### config.mk
export PLATFORM = sky130hd
export DESIGN_NAME = pe_stream_ctrl
export DESIGN_NICKNAME = d
export VERILOG_FILES = /design/src/rtl/pe_stream_ctrl.sv
export SDC_FILE = /design/constraint.sdc
export NUM_CORES = 1
export LEC_CHECK = 0
export ABC_AREA = 1
export ABC_CLOCK_PERIOD_IN_PS = 3510
export CAP_MARGIN = 20
export CORE_MARGIN = 3
export CORE_UTILIZATION = 45
export CTS_CLUSTER_DIAMETER = 100
export DETAILED_ROUTE_END_ITERATION = 10
export GPL_TIMING_DRIVEN = 0
export PLACE_DENSITY = 0.9
export SYNTH_ARGS = -nofsm -noshare
export SYNTH_HDL_FRONTEND = slang
export SYNTH_SLANG_ARGS = --single-unit
### constraint.sdc
create_clock -name clk -period 3.51 [get_ports clk]
set_input_delay 0.702 -clock clk [delete_from_list [all_inputs] [get_ports clk]]
set_output_delay 0.702 -clock clk [all_outputs]
set_load 0.05 [all_outputs]
### src/rtl/pe_stream_ctrl.sv
// pe_stream_ctrl: sequences one processing element through a streamed job.
// It preloads a weight, forwards N_SAMPLES activation/bias beats with a
// valid/ready handshake, then captures one PE result per accepted beat.
// The controller does no arithmetic on the data. It only routes values to the
// PE and times the capture of pe_out_i.
module pe_stream_ctrl #(
    parameter int N_SAMPLES = 4              // beats per job, legal 1..255
) (
    input  logic       clk,
    input  logic       rst,
    input  logic       start,
    input  logic [7:0] weight,
    input  logic       in_valid,
    input  logic [7:0] in_data,
    input  logic [7:0] in_bias,
    output logic       in_ready,
    output logic [7:0] pe_in,
    output logic [7:0] pe_filter,
    output logic [1:0] mode_o,
    output logic       activate,
    input  logic [7:0] pe_out_i,
    output logic       res_valid,
    output logic [7:0] res_data,
    output logic       busy,
    output logic       done
);

    typedef enum logic [2:0] {
        S_IDLE,
        S_LOAD,
        S_STREAM,
        S_DRAIN,
        S_FIN
    } state_t;

    // PE mode encodings
    localparam logic [1:0] MODE_SINGLE = 2'd0;
    localparam logic [1:0] MODE_SAVE   = 2'd1;
    localparam logic [1:0] MODE_SA     = 2'd2;
    localparam logic [1:0] MODE_INIT   = 2'd3;

    // Count value held while the final beat of a job is accepted
    localparam logic [7:0] LAST_BEAT = 8'(N_SAMPLES - 1);

    state_t     state;
    state_t     state_nx;
    logic [7:0] beat_cnt;
    logic [7:0] weight_r;
    logic       accept;
    logic       last_beat;
    logic       job_start;
    logic       cap_pending;  // a beat was accepted last cycle. Its result shows up on pe_out_i now.

    // A beat transfers only while streaming and upstream offers one.
    assign accept    = (state == S_STREAM) && in_valid;
    assign last_beat = accept && (beat_cnt == LAST_BEAT);
    // start is looked at only in IDLE. A start seen while busy has no effect.
    assign job_start = (state == S_IDLE) && start;

    // State register
    // NOTE: every clocked block uses non-blocking (<=) assignments. All
    // registers then update together from values sampled before the edge,
    // whatever order the blocks are written in.
    always_ff @(posedge clk or posedge rst) begin
        if (rst) begin
            state <= S_IDLE;
        end else begin
            state <= state_nx;
        end
    end

    // Next-state logic
    // NOTE: state_nx gets its default first, so no path through the case
    // leaves it unassigned. That keeps synthesis from inferring a latch.
    always_comb begin
        state_nx = state;
        unique case (state)
            S_IDLE:   if (start) state_nx = S_LOAD;
            S_LOAD:   state_nx = S_STREAM;
            S_STREAM: if (last_beat) state_nx = S_DRAIN;
            S_DRAIN:  state_nx = S_FIN;
            S_FIN:    state_nx = S_IDLE;
            default:  state_nx = S_IDLE;
        endcase
    end

    // PE-facing outputs, decoded from state, the latched weight and the current beat
    always_comb begin
        mode_o    = MODE_INIT;
        activate  = 1'b0;
        in_ready  = 1'b0;
        pe_in     = 8'd0;
        pe_filter = 8'd0;
        unique case (state)
            S_IDLE: begin
                mode_o = MODE_INIT;
            end
            S_LOAD: begin
                // The PE stores its weight from the filter input in save mode.
                mode_o    = MODE_SAVE;
                pe_filter = weight_r;
            end
            S_STREAM: begin
                mode_o   = MODE_SA;
                in_ready = 1'b1;
                if (in_valid) begin
                    activate  = 1'b1;
                    pe_in     = in_data;
                    pe_filter = in_bias;
                end
            end
            S_DRAIN: begin
                // Keep the PE in systolic mode while the last result settles.
                mode_o = MODE_SA;
            end
            S_FIN: begin
                mode_o = MODE_INIT;
            end
            default: begin
                mode_o = MODE_INIT;
            end
        endcase
    end

    // Job bookkeeping: weight capture on an accepted start, beat counting while streaming
    always_ff @(posedge clk or posedge rst) begin
        if (rst) begin
            weight_r <= 8'd0;
            beat_cnt <= 8'd0;
        end else if (job_start) begin
            weight_r <= weight;
            beat_cnt <= 8'd0;
        end else if (accept) begin
            beat_cnt <= beat_cnt + 8'd1;
        end
    end

    // Result capture: mark the accepted beat, then sample pe_out_i one cycle later
    always_ff @(posedge clk or posedge rst) begin
        if (rst) begin
            cap_pending <= 1'b0;
            res_valid   <= 1'b0;
            res_data    <= 8'd0;
        end else begin
            cap_pending <= accept;
            res_valid   <= cap_pending;
            // res_data keeps the last result between strobes.
            if (cap_pending) begin
                res_data <= pe_out_i;
            end
        end
    end

    // Registered status: busy outside IDLE, done for the single FIN cycle.
    // The last result is captured on the DRAIN->FIN edge, so done lines up with it.
    always_ff @(posedge clk or posedge rst) begin
        if (rst) begin
            busy <= 1'b0;
            done <= 1'b0;
        end else begin
            busy <= (state_nx != S_IDLE);
            done <= (state_nx == S_FIN);
        end
    end

endmodule

; ---- Word level (Yosys, flattened, before mapping)
; Cells that the tools add are included.
[word_totals]
latch_bits = 0
out_inout_bits = 31
mem_bits_rw = 0
word_cells = 34
mem_bits_ro = 0
register_bits = 31
in_bits = 36
memories = 0
[classes]
n_reduce_logical = 7
n_addsub = 1
muxes = 13
shift = 0
multipliers = 0
eq_ne = 5
n_div = 0
magnitude_cmp = 0
bitwise = 0
[op_table]
columns = cell, n
row1 = $mux 8, 5
row2 = $pmux 8 s2, 1
row3 = $pmux 3 s4, 1
row4 = $add 8x1->8 const B, 1
row5 = $eq 8x2->1 const B, 1
row6 = $eq 3x2->1 const B, 2
row7 = $mux 3, 2
row8 = $pmux 2 s2, 1
row9 = $eq 3x1->1 const B, 1
row10 = $eq 3x3->1 const B, 1
row11 = $logic_and 1x1->1, 3
row12 = $logic_not 3->1, 1
row13 = $mux 1, 3
row14 = $reduce_bool 3->1, 1
row15 = $reduce_bool 2->1, 1
row16 = $reduce_or 2->1, 1

; ---- Longest topological paths before layout
; Gate-level depths: netlist of the first run.
[logic_depth]
depth_word = 6
depth_mapped = 7
mapped_depth_nobuf = 6

; ---- Least setup slack after synthesis of the first run
; OpenSTA, ideal clock, no wires.
[synth_timing]
path_kind = register to output
start = register state[1]
end = output pe_filter[3]
path_buffers = 0
path_slack_ps = 629
stages_incl_launch_ff = 4
t_arrival_ps = 2179
required_time_ps = 2808
path_cell_list = dfrtp_1 > nor2_2 > nand2_1 > o21ai_0
[synth_between]
elab_chain_len = 2
elab_cells_between_ends = 3
cone_classes = eq/ne (2) / mux (1)
[synth_lines]
columns = item, line_no
row1 = "start, declared", 45  ; state_t state;
row2 = "start signal, assigned", 68  ; state <= state_nx;
row3 = $eq 3x2->1 or $eq 3x1->1 (tied branches), 94  ; unique case (state)
row4 = $pmux 8 s2 (*), 94
row5 = "end, declared", 18  ; output logic [7:0] pe_filter,
; Every way passes the cells marked *; elsewhere a longest branch is shown, timed or not.

; ---- Worst setup path in the final report of the first run
[layout_timing]
start = register state[0]
end = output pe_filter[4]
; The elaborated chain is that of the path after synthesis.

==> flow_metrics.tcl, run 1 <==
set metrics [dict create \
    end_kind "primary output" \
    slowest_delay_ns 0.84 \
    grt_pass1_wl_mm 6.71 \
    n_antenna_cell 0 \
    dp_slack_ns 0.432 \
    finalSetupTns_ns 0 \
    cts_resized 0 \
    min_path_type "reg -> reg" \
    cts_setup_buffers 0 \
    ys_top_cells_by_area "dfrtp_1, nand2_1, mux2_2" \
    drt_iter0_markers 68 \
    rrSetupSlack_ns 2.25 \
    final_core_util_pct 75.0 \
    critPathLaunch "state[0]" \
    clockBufferDepth 2 \
    cts_sinks 31 \
    antenna_found_initial 0 \
    reg2reg_depth 4 \
    grt_pass1_vias 1423 \
    clk_latency_ns 0.35 \
    critPathSlowestCell "clkdlybuf4s50_1" \
    gp_congestion 0.852 \
    dieHeight_um 64.0 \
    clockRootBuffer "clkbuf_4" \
    synth_cells 179 \
    htree_levels 2 \
    worst-endpoint-required_ns 2.81 \
    synth_top_area_share_pct 51.3 \
    wirelength_mm 4.12 \
    power_density_nw_per_um2 900 \
    rsz0062_at_grt "false" \
    slew_violations 0 \
    synthSimpleGateAreaFrac_pct 27.0 \
    final_layout_size_suffix_gt1_share_pct 11.9 \
    muxShareOfSynthArea_pct 5.96 \
    r2r-end "beat_cnt[2]" \
    io_pins 67 \
    finalPower_uw 2110 \
    avgViaCountPerCell 4.90 \
    status "completed" \
    syn_area_um2 1510 \
    period_minus_slack_ns 3.10 \
    hpwlAfterDp_mm 3.19 \
    setup_viol 0 \
    path_cells "inv_2, nand3_2, nor2_2, buf_6, buf_8, nand2_1, o21ai_0, clkdlybuf4s50_1" \
    clk_pin_slew_worst_paths_ns 0.10 \
    hp-start "cap_pending" \
    syn-num-nets 216 \
    holdWs_ns 0.378 \
    final_nets 289 \
    max_freq_mhz 323 \
    drcViolationCount 0 \
    r2r_start "beat_cnt[0]" \
    gr-usage-met1_pct 24.8 \
    hold_buffers 0 \
    antenna_left 0 \
    p_leak_uw 0.00107 \
    worst_pin_slew_ns 0.512 \
    vias 1455 \
    layout_setup_ws_ns 0.410 \
    grt_use_total_pct 21.7 \
    setup.worst_path.start_class "flip-flop" \
    use_met2_pct 37.0 \
    rows 20 \
    fin_crit_sh_pct 88.3 \
    holdPathEnd "res_valid" \
    die_w_um 64.0 \
    dieArea_um2 4090 \
    cts_buffers 5 \
    port_buffers 65 \
    syn_to_final_growth_pct 55.2 \
    hold_viol 0 \
    wl_per_cell_um 13.9 \
    slew_headroom_pct 65.8 \
    synth.distinct_cells 22 \
    grt_use_met3_pct 6.50 \
    avgSynthCellArea_um2 8.44 \
    synth_top_family_by_area "simple AND/OR/NAND/NOR gates" \
    grt_busiest_layer "met2" \
    hold_depth 0 \
    yosys.area.top_type "dfrtp_1" \
    ys_seq_area_share_pct 51.3 \
    skew_ns 0.0136 \
    synth-xor-area-share_pct 0.579 \
    vdd_drop_max_v 0.000530 \
    fp.coreArea_um2 3130 \
    initial_core_util_pct 48.3 \
    synthAdderAreaFrac_pct 0.828 \
    overflow 0 \
    ys_ff_latch 31 \
    firstDrtPassIters 4 \
    synth_compound_area_share_pct 5.79 \
    critPathKind "reg -> out" \
    cts_tree "built" \
    cp.arrival_ns 2.40 \
    synth_warnings 0 \
    max-cap-violations 0 \
    crit_fanout 11 \
    grt_max_degree 26 \
]
## final cells by class
type	instances	area, um2
multi-input combinational	122	607
buffer	8	61.3
inverter	18	67.6
clock buffer	6	41.3
tap	44	55.1
clock inverter	2	60.1
fill	226	782
sequential	31	776
timing repair buffer	66	678
## cells by family (layout without fill, tap and decap cells)
| kind of cell | Yosys count | count (layout) |
|---|---|---|
| compound gates | 17 | 17 |
| simple gates | 95 | 95 |
| fa+ha+maj | 1 | 1 |
| flops | 31 | 31 |
| xor+xnor | 1 | 1 |
| buf+inv | 26 | 100 |
| mux | 8 | 8 |
## routing by layer
metal | vias up | wire, um
li1 | 713 | -
met1 | 674 | 1670
met2 | 56 | 2070
met3 | 12 | 281
met4 | 0 | 94
met5 | - | 0
## layout by cell type (no fill, tap or decap), drive strengths merged, types with 2 or more instances in the layout
cell and instances:
a21oi 7, buf 9, bufinv 2, clkbuf 6, clkdlybuf4s50 65, dfrtp 31
inv 18, mux2 8, nand2 46, nand3 17, nand4 4, nor2 25
nor3 2, o21ai 9
## metrics by stage
stage | cell area (um2) | cells
after floorplan | 1510 | 179
after global placement | 2220 | 288
after detailed placement | 2240 | 289
after CTS | 2350 | 297
after global routing | 2350 | 297
final | 2350 | 297
## cell usage after synthesis
| library cell | n |
|---|---|
| o21ai_0 | 5 |
| o21bai_1 | 1 |
| nor2_2 | 2 |
| nor3_1 | 2 |
| a21oi_1 | 7 |
| buf_4 | 2 |
| or2_2 | 1 |
| nand4_1 | 4 |
| buf_6 | 1 |
| buf_2 | 4 |
| o21ai_1 | 4 |
| nand3_2 | 2 |
| mux2_2 | 8 |
| buf_8 | 1 |
| nor2_1 | 23 |
| dfrtp_1 | 31 |
| nand2_1 | 46 |
| ha_1 | 1 |
| nand3_1 | 15 |
| inv_1 | 17 |
| xor2_1 | 1 |
| inv_2 | 1 |
## flip-flops by register name (all words and copies together) (netlist names)
name         cells
busy             1
beat_cnt         8
done             1
res_valid        1
state            3
weight_r         8
cap_pending      1
res_data         8
## where the power goes
| group | internal (uW) | switching (uW) | leakage (uW) |
|---|---|---|---|
| Clock | 222 | 129 | 0.0000525 |
| Combinational | 411 | 776 | 0.000633 |
| Sequential | 491 | 81.3 | 0.000386 |
| Total | 1120 | 986 | 0.00107 |
## worst max-delay path: cells and delay by family (launching register included)
kind                   cells  cell delay [ns]
buffers and inverters      4             1.25
DFF                        1             0.44
and+or+nand+nor            3             0.26
AOI/OAI and AO/OA          1             0.09
## worst max path at each step
| stage | end | slack (ns) | cells past startpoint |
|---|---|---|---|
| after floorplan | pe_filter[3] | 0.63 | 3 |
| after CTS | pe_filter[4] | 0.40 | 8 |
| after global placement | pe_filter[5] | 0.48 | 8 |
| after global routing | pe_filter[5] | 0.29 | 8 |
| final | pe_filter[4] | 0.41 | 8 |
| after detailed placement | pe_filter[4] | 0.43 | 8 |
Power figures use the tool's default switching activity.
==> run 2, diff against run 1 <==
--- a/config.mk
+++ b/config.mk
@@ -14,6 +14,7 @@
 export DETAILED_ROUTE_END_ITERATION = 10
 export GPL_TIMING_DRIVEN = 0
 export PLACE_DENSITY = 0.9
+export SLEW_MARGIN = 10
 export SYNTH_ARGS = -nofsm -noshare
 export SYNTH_HDL_FRONTEND = slang
 export SYNTH_SLANG_ARGS = --single-unit
==> flow_metrics.tcl, run 2 (synthesized netlist as in run 1, its figures left out) <==
set metrics [dict create \
    status "completed" \
    max-cap-violations 0 \
    vdd_drop_max_v 0.000565 \
    path_buf_inv 4 \
    hpwlAfterDp_mm 3.09 \
    rsz0062_at_grt "false" \
    overflow 0 \
    fin_crit_sh_pct 87.2 \
    setup_viol 0 \
    dieHeight_um 64.0 \
    final_cell_mix "clkdlybuf4s50_1, nand2_1, dfrtp_1" \
    initial_core_util_pct 48.3 \
    finalPower_uw 2100 \
    drt_iter0_markers 71 \
    critPathKind "reg -> out" \
    wirelength_mm 4.02 \
    drcViolationCount 0 \
    worst-path-stages 8 \
    final_cell_area_um2 2350 \
    cp.arrival_ns 2.36 \
    finalSetupTns_ns 0 \
    reg_top3 "beat_cnt: 8 flops, res_data: 8 flops, weight_r: 8 flops" \
    hold_depth 0 \
    clockRootBuffer "clkbuf_4" \
    cts_sinks 31 \
    path_cells "inv_2, nand3_2, nor2_2, buf_6, buf_8, nand2_1, o21ai_0, clkdlybuf4s50_1" \
    power_density_nw_per_um2 894 \
    p_leak_uw 0.00107 \
    setup.worst_path.start_class "flip-flop" \
    placed_area_um2 2240 \
    grt_use_total_pct 21.1 \
    cts_buffers 5 \
    htree_levels 2 \
    antenna_left 0 \
    port_buffers 65 \
    period_minus_slack_ns 3.06 \
    hold_viol 0 \
    cts_tree "built" \
    antenna_found_initial 0 \
    avgViaCountPerCell 4.91 \
    dieArea_um2 4090 \
    critPathSlowestCell "clkdlybuf4s50_1" \
    max_freq_mhz 327 \
    slowest_delay_ns 0.84 \
    min_path_type "reg -> reg" \
    slew_violations 0 \
    rows 20 \
    firstDrtPassIters 4 \
    clockBufferDepth 2 \
    cts_resized 0 \
    clk_latency_ns 0.34 \
    grt_max_degree 17 \
    final_layout_size_suffix_gt1_share_pct 11.9 \
    clk_pin_slew_worst_paths_ns 0.10 \
    end_kind "primary output" \
    reg2reg_depth 6 \
    crit_fanout 11 \
    final_nets 289 \
    final_core_util_pct 75.0 \
    final_common_cell "clkdlybuf4s50_1" \
    worst_pin_slew_ns 0.667 \
    grt_pass1_vias 1414 \
    slew_headroom_pct 55.5 \
    cts_setup_buffers 0 \
    hold_buffers 0 \
    vias 1459 \
    skew_ns 0.00960 \
    io_pins 67 \
    worst-endpoint-required_ns 2.81 \
    syn_to_final_growth_pct 55.2 \
    grt_pass1_wl_mm 6.55 \
    n_antenna_cell 0 \
    fp.coreArea_um2 3130 \
    wl_per_cell_um 13.5 \
    worst_path_dominant_cell_family "buffers and inverters" \
    die_w_um 64.0 \
    gp_congestion 0.852 \
]
[run 2: worst paths after layout]
path / start / end / slack [ns]
min in group asynchronous: rst / weight_r[6] / 0.76
min: cap_pending / res_valid / 0.38
min reg2reg: cap_pending / res_valid / 0.38
max in group asynchronous: rst / weight_r[3] / 2.23
max: state[0] / pe_filter[4] / 0.45
max reg2reg: beat_cnt[0] / beat_cnt[4] / 2.21
[run 2: layout make-up]
cell class	count	area [um2]
fillers	227	782
well taps	44	55.1
flip-flops and latches	31	776
repair buffers	66	678
multi-input cells	122	607
clock inverters	2	60.1
inverters	18	67.6
plain buffers	8	61.3
clock buffers	6	41.3
[run 2: power by group]
part / switching (uW) / internal (uW) / leakage [uW]
combinational: 771 / 411 / 0.000633
clock: 127 / 222 / 0.0000525
sequential: 76.1 / 491 / 0.000386
total: 974 / 1120 / 0.00107
[run 2: metal layers]
layer  track usage, %  wire [um]
met1             23.8       1650
met2             36.8       2030
met3             7.38        283
met4             7.01         50
met5                0          0
[run 2: per-stage QoR]
stage / setup slack, ns / instances / hold slack [ns]
3_5_place_dp: 0.439 / 289 / 0.358
5_1_grt: 0.279 / 297 / 0.391
4_1_cts: 0.428 / 297 / 0.381
6_report: 0.449 / 297 / 0.379
2_1_floorplan: 0.629 / 179 / 0.349
3_3_place_gp: 0.478 / 288 / 0.350
==> run 3, diff against run 2 <==
--- a/config.mk
+++ b/config.mk
@@ -13,6 +13,7 @@
 export CTS_CLUSTER_DIAMETER = 100
 export DETAILED_ROUTE_END_ITERATION = 10
 export GPL_TIMING_DRIVEN = 0
+export HOLD_SLACK_MARGIN = 0.02
 export PLACE_DENSITY = 0.9
 export SLEW_MARGIN = 10
 export SYNTH_ARGS = -nofsm -noshare
==> results of run 3 <==
Final layout, timing and power as in run 2 (identical DEF).
